===== config.mk =====
export PLATFORM = sky130hd
export DESIGN_NAME = posit_round_encode
export DESIGN_NICKNAME = d
export VERILOG_FILES = /design/src/rtl/posit_round_encode.sv
export SDC_FILE = /design/constraint.sdc
export NUM_CORES = 1
export LEC_CHECK = 0
export BUFFER_PORTS_ARGS = -buffer_cell sky130_fd_sc_hd__buf_2
export CORE_MARGIN = 5
export CORE_UTILIZATION = 24
export DETAILED_ROUTE_END_ITERATION = 8
export PLACE_DENSITY = 0.4
export SLEW_MARGIN = 20
export SYNTH_ARGS = -nofsm -noshare
export SYNTH_HDL_FRONTEND = slang
export SYNTH_SLANG_ARGS = --single-unit

===== constraint.sdc =====
create_clock -name clk -period 1.7 [get_ports clk]
set_input_delay 0.085 -clock clk [delete_from_list [all_inputs] [get_ports clk]]
set_output_delay 0.085 -clock clk [all_outputs]
set_load 0.05 [all_outputs]

===== src/rtl/posit_round_encode.sv =====
// Posit final stage: regime/exponent/fraction packing, rounding, sign, saturation.
// Define POSIT_RNE_EN for round-to-nearest-even; otherwise the magnitude is truncated.
module posit_round_encode #(
  parameter int unsigned N  = 8,
  parameter int unsigned Bs = $clog2(N),
  parameter int unsigned es = 4
) (
  input  logic               clk,
  input  logic               rst_n,
  input  logic               in_valid,
  output logic               in_ready,
  input  logic               sign_in,
  input  logic               zf_in,
  input  logic [Bs+es:0]     e_normal,
  input  logic [N-es+1:0]    m_normal,
  output logic               out_valid,
  input  logic               out_ready,
  output logic [N-1:0]       posit_out,
  output logic               sat_out
);

  localparam int unsigned TW   = N + 1;
  localparam int unsigned W    = 2*N + 2;
  localparam int          RMAX = int'(N) - 1;
  localparam int          RMIN = -int'(N);
`ifdef POSIT_RNE_EN
  localparam int unsigned SW = W;
`else
  localparam int unsigned SW = N;
`endif

  localparam logic [W-1:0] ALL1   = '1;
  localparam logic [W-1:0] TOP1   = {1'b1, {(W-1){1'b0}}};
  localparam logic [N-1:0] MAXPOS = {1'b0, {(N-1){1'b1}}};
  localparam logic [N-1:0] MINPOS = {{(N-1){1'b0}}, 1'b1};

  // ---------------- stage 1: regime decode and string build ----------------
  int           k;
  int unsigned  run_len;
  logic         run_bit;
  logic [W-1:0] tail_w;
  logic [SW-1:0] str;
  logic         sat_hi;
  logic         sat_lo;

  always_comb begin
    k       = int'(e_normal[Bs+es:es]) - (1 << Bs);
    run_bit = (k >= 0);
    run_len = run_bit ? unsigned'(k + 1) : unsigned'(-k);
    if (run_len > N - 1)
      run_len = N - 1;
    sat_hi  = (k >= RMAX);
    sat_lo  = (k <= RMIN);
    // The hidden bit sits above the tail and falls off in the cast: posits encode it implicitly.
    tail_w  = W'({m_normal[N-es+1], e_normal[es-1:0], m_normal[N-es:0], {(W-TW){1'b0}}});
    // Sign slot (0), regime run, terminator, then the tail; only the top SW bits are kept.
    str     = SW'(((tail_w >> (run_len + 2)) |
                   (run_bit ? (~(ALL1 >> run_len) >> 1) : (TOP1 >> (run_len + 1)))) >> (W - SW));
  end

  logic         s1_v;
  logic         s1_sign;
  logic         s1_zf;
  logic         s1_sat_hi;
  logic         s1_sat_lo;
  logic [N-1:0] s1_kept;
`ifdef POSIT_RNE_EN
  logic         s1_guard;
  logic         s1_sticky;
`endif

  logic s1_en;
  logic s2_en;
  logic s2_v;

  assign s2_en     = ~s2_v | out_ready;
  assign s1_en     = ~s1_v | s2_en;
  assign in_ready  = s1_en;
  assign out_valid = s2_v;

  always_ff @(posedge clk or negedge rst_n) begin
    if (!rst_n) begin
      s1_v      <= 1'b0;
      s1_sign   <= 1'b0;
      s1_zf     <= 1'b0;
      s1_sat_hi <= 1'b0;
      s1_sat_lo <= 1'b0;
      s1_kept   <= '0;
`ifdef POSIT_RNE_EN
      s1_guard  <= 1'b0;
      s1_sticky <= 1'b0;
`endif
    end else if (s1_en) begin
      s1_v <= in_valid;
      if (in_valid) begin
        s1_sign   <= sign_in;
        s1_zf     <= zf_in;
        s1_sat_hi <= sat_hi;
        s1_sat_lo <= sat_lo;
        s1_kept   <= str[SW-1 -: N];
`ifdef POSIT_RNE_EN
        s1_guard  <= str[SW-1-N];
        s1_sticky <= |str[SW-2-N:0];
`endif
      end
    end
  end

  // ---------------- stage 2: round, saturate, negate ----------------
  logic         round_up;
  logic [N:0]   sum;
  logic [N-1:0] mag;
  logic         sat_n;
  logic [N-1:0] posit_n;

  always_comb begin
`ifdef POSIT_RNE_EN
    round_up = s1_guard & (s1_sticky | s1_kept[0]);
`else
    round_up = 1'b0;
`endif
    sum   = {1'b0, s1_kept} + {{N{1'b0}}, round_up};
    mag   = sum[N-1:0];
    sat_n = 1'b0;
    if (s1_zf) begin
      mag = '0;
    end else if (s1_sat_hi || sum[N] || sum[N-1]) begin
      mag   = MAXPOS;
      sat_n = 1'b1;
    end else if (s1_sat_lo || (sum == '0)) begin
      mag   = MINPOS;
      sat_n = 1'b1;
    end
    posit_n = s1_sign ? (~mag + 1'b1) : mag;
  end

  always_ff @(posedge clk or negedge rst_n) begin
    if (!rst_n) begin
      s2_v      <= 1'b0;
      posit_out <= '0;
      sat_out   <= 1'b0;
    end else if (s2_en) begin
      s2_v <= s1_v;
      if (s1_v) begin
        posit_out <= posit_n;
        sat_out   <= sat_n;
      end
    end
  end

endmodule


Word-level counts from Yosys, hierarchy flattened:

Cells that the tools add are included.

* register bits after elaboration: 23
* bits of input ports: 20
* output and inout bits: 11
* logic and storage cells: 44

* $add $sub $neg: 6
* $lt $le $gt $ge: 4
* shift operators: 3
* multiplexer cells: 10
* bitwise gates (word level): 7
* reductions and logical operators: 5

Operators by type and width (count)
* two-way mux 32 bit: 2
* right shift 18 x 32 -> 18 bit (first input constant): 2
* adder 32 x 1 -> 32 bit (second input constant): 1
* adder 32 x 2 -> 32 bit (second input constant): 1
* greater-than comparator 32 x 3 -> 1 bit (second input constant): 1
* two-way mux 8 bit: 4
* negator 5 -> 32 bit: 1
* right shift 18 x 32 -> 18 bit: 1
* two-way mux 18 bit: 1
* inverter 18 bit: 1
* bitwise OR 18 bit: 1
* zero test 9 bit: 1
* adder 8 x 1 -> 8 bit (second input constant): 1
* inverter 8 bit: 1
* adder 5 x 2 -> 6 bit (second input constant): 1
* greater-or-equal comparator 5 x 1 -> 1 bit (second input constant): 1
* greater-or-equal comparator 5 x 4 -> 1 bit (second input constant): 1
* less-or-equal comparator 5 x 4 -> 1 bit (second input constant): 1
* subtractor 4 x 4 -> 5 bit (second input constant): 1
* AND reduction 2 bit: 2
* two-way mux 1 bit: 3
* logical OR 1 bit: 2
* inverter 1 bit: 2
* bitwise OR 1 bit: 2

Depth between registers and ports, before layout:

* depth after elaboration: 9
* depth in mapped cells: 17
* depth with buffers taken out: 13

Worst setup path before layout:

No wires, ideal clock.

* path kind: input to register
* from: input port e_normal[7]
* to: register s1_kept[3]
* setup time: 72 ps
* data arrival time: 2843 ps
* required time: 1628 ps
* setup slack: -1216 ps
* stages: 15
* cell sequence: buf_6 buf_2 buf_1 nor2_1 ha_1 buf_2 o41a_1 nor2_1 inv_1 ha_1 nor4_1 o21ai_2 nor3_1 o32ai_1 nor2_1

* cells in the longest elaborated chain, start to end: 9
* elaborated cells on any way between the ends: 15
* classes of those cells: add/sub: 5; order compare: 2; shift: 3; mux: 3; bitwise: 2

Ends and longest elaborated chain
* start: declaration: line 14 `input logic [Bs+es:0] e_normal,`
* subtractor 4 x 4 -> 5 bit (*): line 47 `k = int'(e_normal[Bs+es:es]) - (1 << Bs);`
* negator 5 -> 32 bit, or another cell as far along: line 49 `run_len = run_bit ? unsigned'(k + 1) : unsigned'(-k);`
* two-way mux 32 bit: line 49
* greater-than comparator 32 x 3 -> 1 bit: line 50 `if (run_len > N - 1)`
* two-way mux 32 bit: line 50
* adder 32 x 1 -> 32 bit or right shift 18 x 32 -> 18 bit (tied branches): line 58 `(run_bit ? (~(ALL1 >> run_len) >> 1) : (TOP1 >> (run_len + 1)))) >> (W - SW));`
* right shift 18 x 32 -> 18 bit or inverter 18 bit (tied branches): line 58
* two-way mux 18 bit: line 58
* bitwise OR 18 bit (*): line 57 `str = SW'(((tail_w >> (run_len + 2)) |`
* end signal: assignment: line 100 `s1_kept <= str[SW-1 -: N];`
* end: declaration: line 66 `logic [N-1:0] s1_kept;`

Every way passes the cells marked *; elsewhere a longest branch is shown, timed or not.
A chain may end at the register's enable or synchronous reset.

Final worst setup path:

* from: input port e_normal[5]
* to: register s1_kept[3]

The elaborated chain is that of the path after synthesis.

==> run metrics <==
initial core utilization=24.8%; worst-path fanout max=4; Post-Syn Area=2190 sq um; Crit Path Class=input port to flip-flop; HP Start=sign_in; vias in the first global route=2391; setup_tns=-2.33 ns; Top-Level Pins=31; LEAKAGE=1.47 nW; PD cells=837 nW/um^2; commonest non-fill, non-tap cell in the layout=buf_4; Filler cells=907; pin count of the biggest net entering global routing=24; CTS Sinks=23; Crit. Startpoint=e_normal[5]; minimum clock period=2.02 ns; RSZ-0062 raised after global routing=true; critical path's slowest cell=nor4_4; DIE AREA=11100 sq um; VDD IR-drop max=0.332 mV; via-per-instance ratio=4.99; final setup fails=11; delay-heaviest family, CP=simple AND/OR/NAND/NOR gates; fin. max-slew vios=0; total global routing overflow=0; total of max-cap violations=0; DP Area=3040 sq um; Syn Inst Count=270; overall via count from detail_route=2352; Slew @ Worst Pin=0.529 ns; CTS max path bufs=2; Final Wtd Congestion=0.848; failing checks=negative setup slack; CTS tree=done; IO Port Bufs=28; final WL=7.11 mm; Top Registers=posit_out (8), s1_kept (8); total CTS buffers=3; global-route wire length before repair=12.3 mm; DR pass1 iterations=4; gr usage total=13.3%; antenna violations before repair=0; Die Wd=105 microns; CP Buf/Inv Count=2; Post-synth EDFFs=0; asr flop ratio synth=100%; Die H=105 microns; Netlist cell types=69; R2R Path Start=s1_sat_lo; CTS H-tree depth=1; flops & latches, synth=23; synthesis-to-finish area growth=55.6%; Req. time, crit path=1.91 ns; core area=8810 sq um; DP HPWL=5.60 mm; Avg WL per Cell=15.1 microns; Main synth FF type=dfrtp_1; Fin. Hold Viols=0; CP endpoint kind=flip-flop; Seq/Total Area, Yosys=26.3%; Mean Syn Cell Area=8.10 sq um; Critical Path Max Stage Delay=0.32 ns; Final Cycle Share=119%; design area=3400 sq um; diodes inserted=0; CP arrival=2.23 ns; clk_lat worst skew=0.27 ns; Critical Path Start Type=input port; status=complete, but fails checks; Mapped Nets=297; DR DRC count=0; Final Skew=0.0106 ns; Critical Path, Cell by Cell=buf_6, nand3_4, nor2_4, ha_4, nor2b_4, buf_4, nor4_4, o22ai_2, ha_4, nor4_4, o21ai_2, nor3_2, o32ai_1, nor2_1; Tightest Hold Check Type=input port to flip-flop; # rows=34; Reg clk slew, reported paths=0.09 ns; Root Driver=clkbuf_8; share of layout cells above drive strength 1=48.5%; DRT antenna net count=0; DRT iter0 DRCs=174; FMAX=0.494 GHz; final setup margin=-0.325 ns; synth warn=0; most frequent cells in the layout=buf_4 (75), nand2_1 (32), buf_2 (25); Nets=391; Slew HR=64.8%
routing by layer:
metal  global-route usage, %  wire length (microns)  vias to the layer above
met5                       0                      0                        -
met4                    3.47                    105                        0
met3                    1.34                    260                        9
met2                    23.4                   3480                       51
met1                    17.4                   3270                     1100
li1                        -                      -                     1192
cell usage after synthesis (all sizes together) (2+ instances only):
library cell | instances | area share, %
inv | 11 | 1.9
o2bb2ai | 2 | 0.80
nand2b | 13 | 3.7
a21oi | 11 | 3.2
nor3 | 12 | 3.2
a311oi | 2 | 1.1
nand3b | 3 | 1.0
and2 | 3 | 0.86
dfrtp | 23 | 26
a2bb2oi | 4 | 1.6
a211oi | 3 | 1.0
a31oi | 4 | 1.1
nand4 | 3 | 0.86
clkbuf | 8 | 1.4
nor4 | 6 | 3.1
and4b | 2 | 0.92
buf | 12 | 3.9
o211ai | 2 | 0.92
nand3 | 7 | 1.6
nor2 | 19 | 3.3
o32ai | 5 | 2.3
and3 | 2 | 0.57
a21o | 4 | 1.4
nand2 | 34 | 5.8
ha | 7 | 4.0
xnor2 | 3 | 1.2
o311ai | 2 | 0.80
o311a | 2 | 0.92
nor2b | 3 | 0.86
o31ai | 8 | 2.7
o21ai | 25 | 5.9
cell type report:
cell class | instances | area (sq um) | share of cell area, %
multi-input cells | 216 | 1810 | 53.3
repair buffers | 109 | 788 | 23.2
flip-flops and latches | 23 | 577 | 17.0
well taps | 108 | 135 | 3.97
inverters | 11 | 43.8 | 1.29
clock buffers | 3 | 41.3 | 1.21
clock inverters | 1 | 5.00 | 0.147
per-stage QoR:
| step | cells | hold WS [ns] | util [%] | worst slack [ns] | power (mW) |
|---|---|---|---|---|---|
| final | 471 | 0.0203 | 38.6 | -0.325 | 2.85 |
| after global routing | 471 | 0.0147 | 38.6 | -0.425 | 3.06 |
| after CTS | 469 | 0.0165 | 38.1 | -0.329 | 2.82 |
| after detailed placement | 457 | 0.108 | 34.5 | -0.855 | 2.27 |
| after global placement | 457 | 0.107 | 34.5 | -0.849 | 2.28 |
| after floorplan | 270 | -0.211 | - | -0.769 | 1.77 |
report_power, final:
| group | switching [mW] | leakage, nW | internal (mW) |
|---|---|---|---|
| Combinational | 0.992 | 1.17 | 0.768 |
| Sequential | 0.0700 | 0.279 | 0.666 |
| Clock | 0.188 | 0.0255 | 0.164 |
kinds of logic (layout without fill, tap and decap cells):
logic type,Yosys count,count (layout),share of synthesized area [%]
XOR/XNOR,4,4,1.60
adder cells (fa/ha/maj),7,7,4.01
buffers and inverters,31,124,7.21
flip-flops,23,23,26.3
AO/OA/AOI/OAI,89,89,30.9
multiplexers,2,2,1.14
AND/OR/NAND/NOR,114,114,28.8
worst paths after layout:
| check | slack, ns | end | cells after the start |
|---|---|---|---|
| max reg2reg | -0.09 | posit_out[6] | 8 |
| max | -0.32 | s1_kept[3] | 14 |
| min | 0.02 | s1_sign | 3 |
| min reg2reg | 0.48 | sat_out | 2 |
| min in group asynchronous | 0.32 | posit_out[5] | 2 |
| max in group asynchronous | 0.99 | out_valid | 2 |
tightest hold or removal path: stages:
cell     delay, ns
buf_2         0.08
nand2_1       0.04
o21ai_1       0.05
repair_timing:
item / in CTS / in global routing
gates resized for setup: 41 / 7
endpoints found under the setup margin: 12 / 12
setup buffers: 6 / 2
pin swaps: 22 / 6
gates cloned: 1 / 0
hold buffers: 1 / 0
hold endpoints to repair: 23 / 0
No activity file was read; power rests on OpenSTA's default activity.
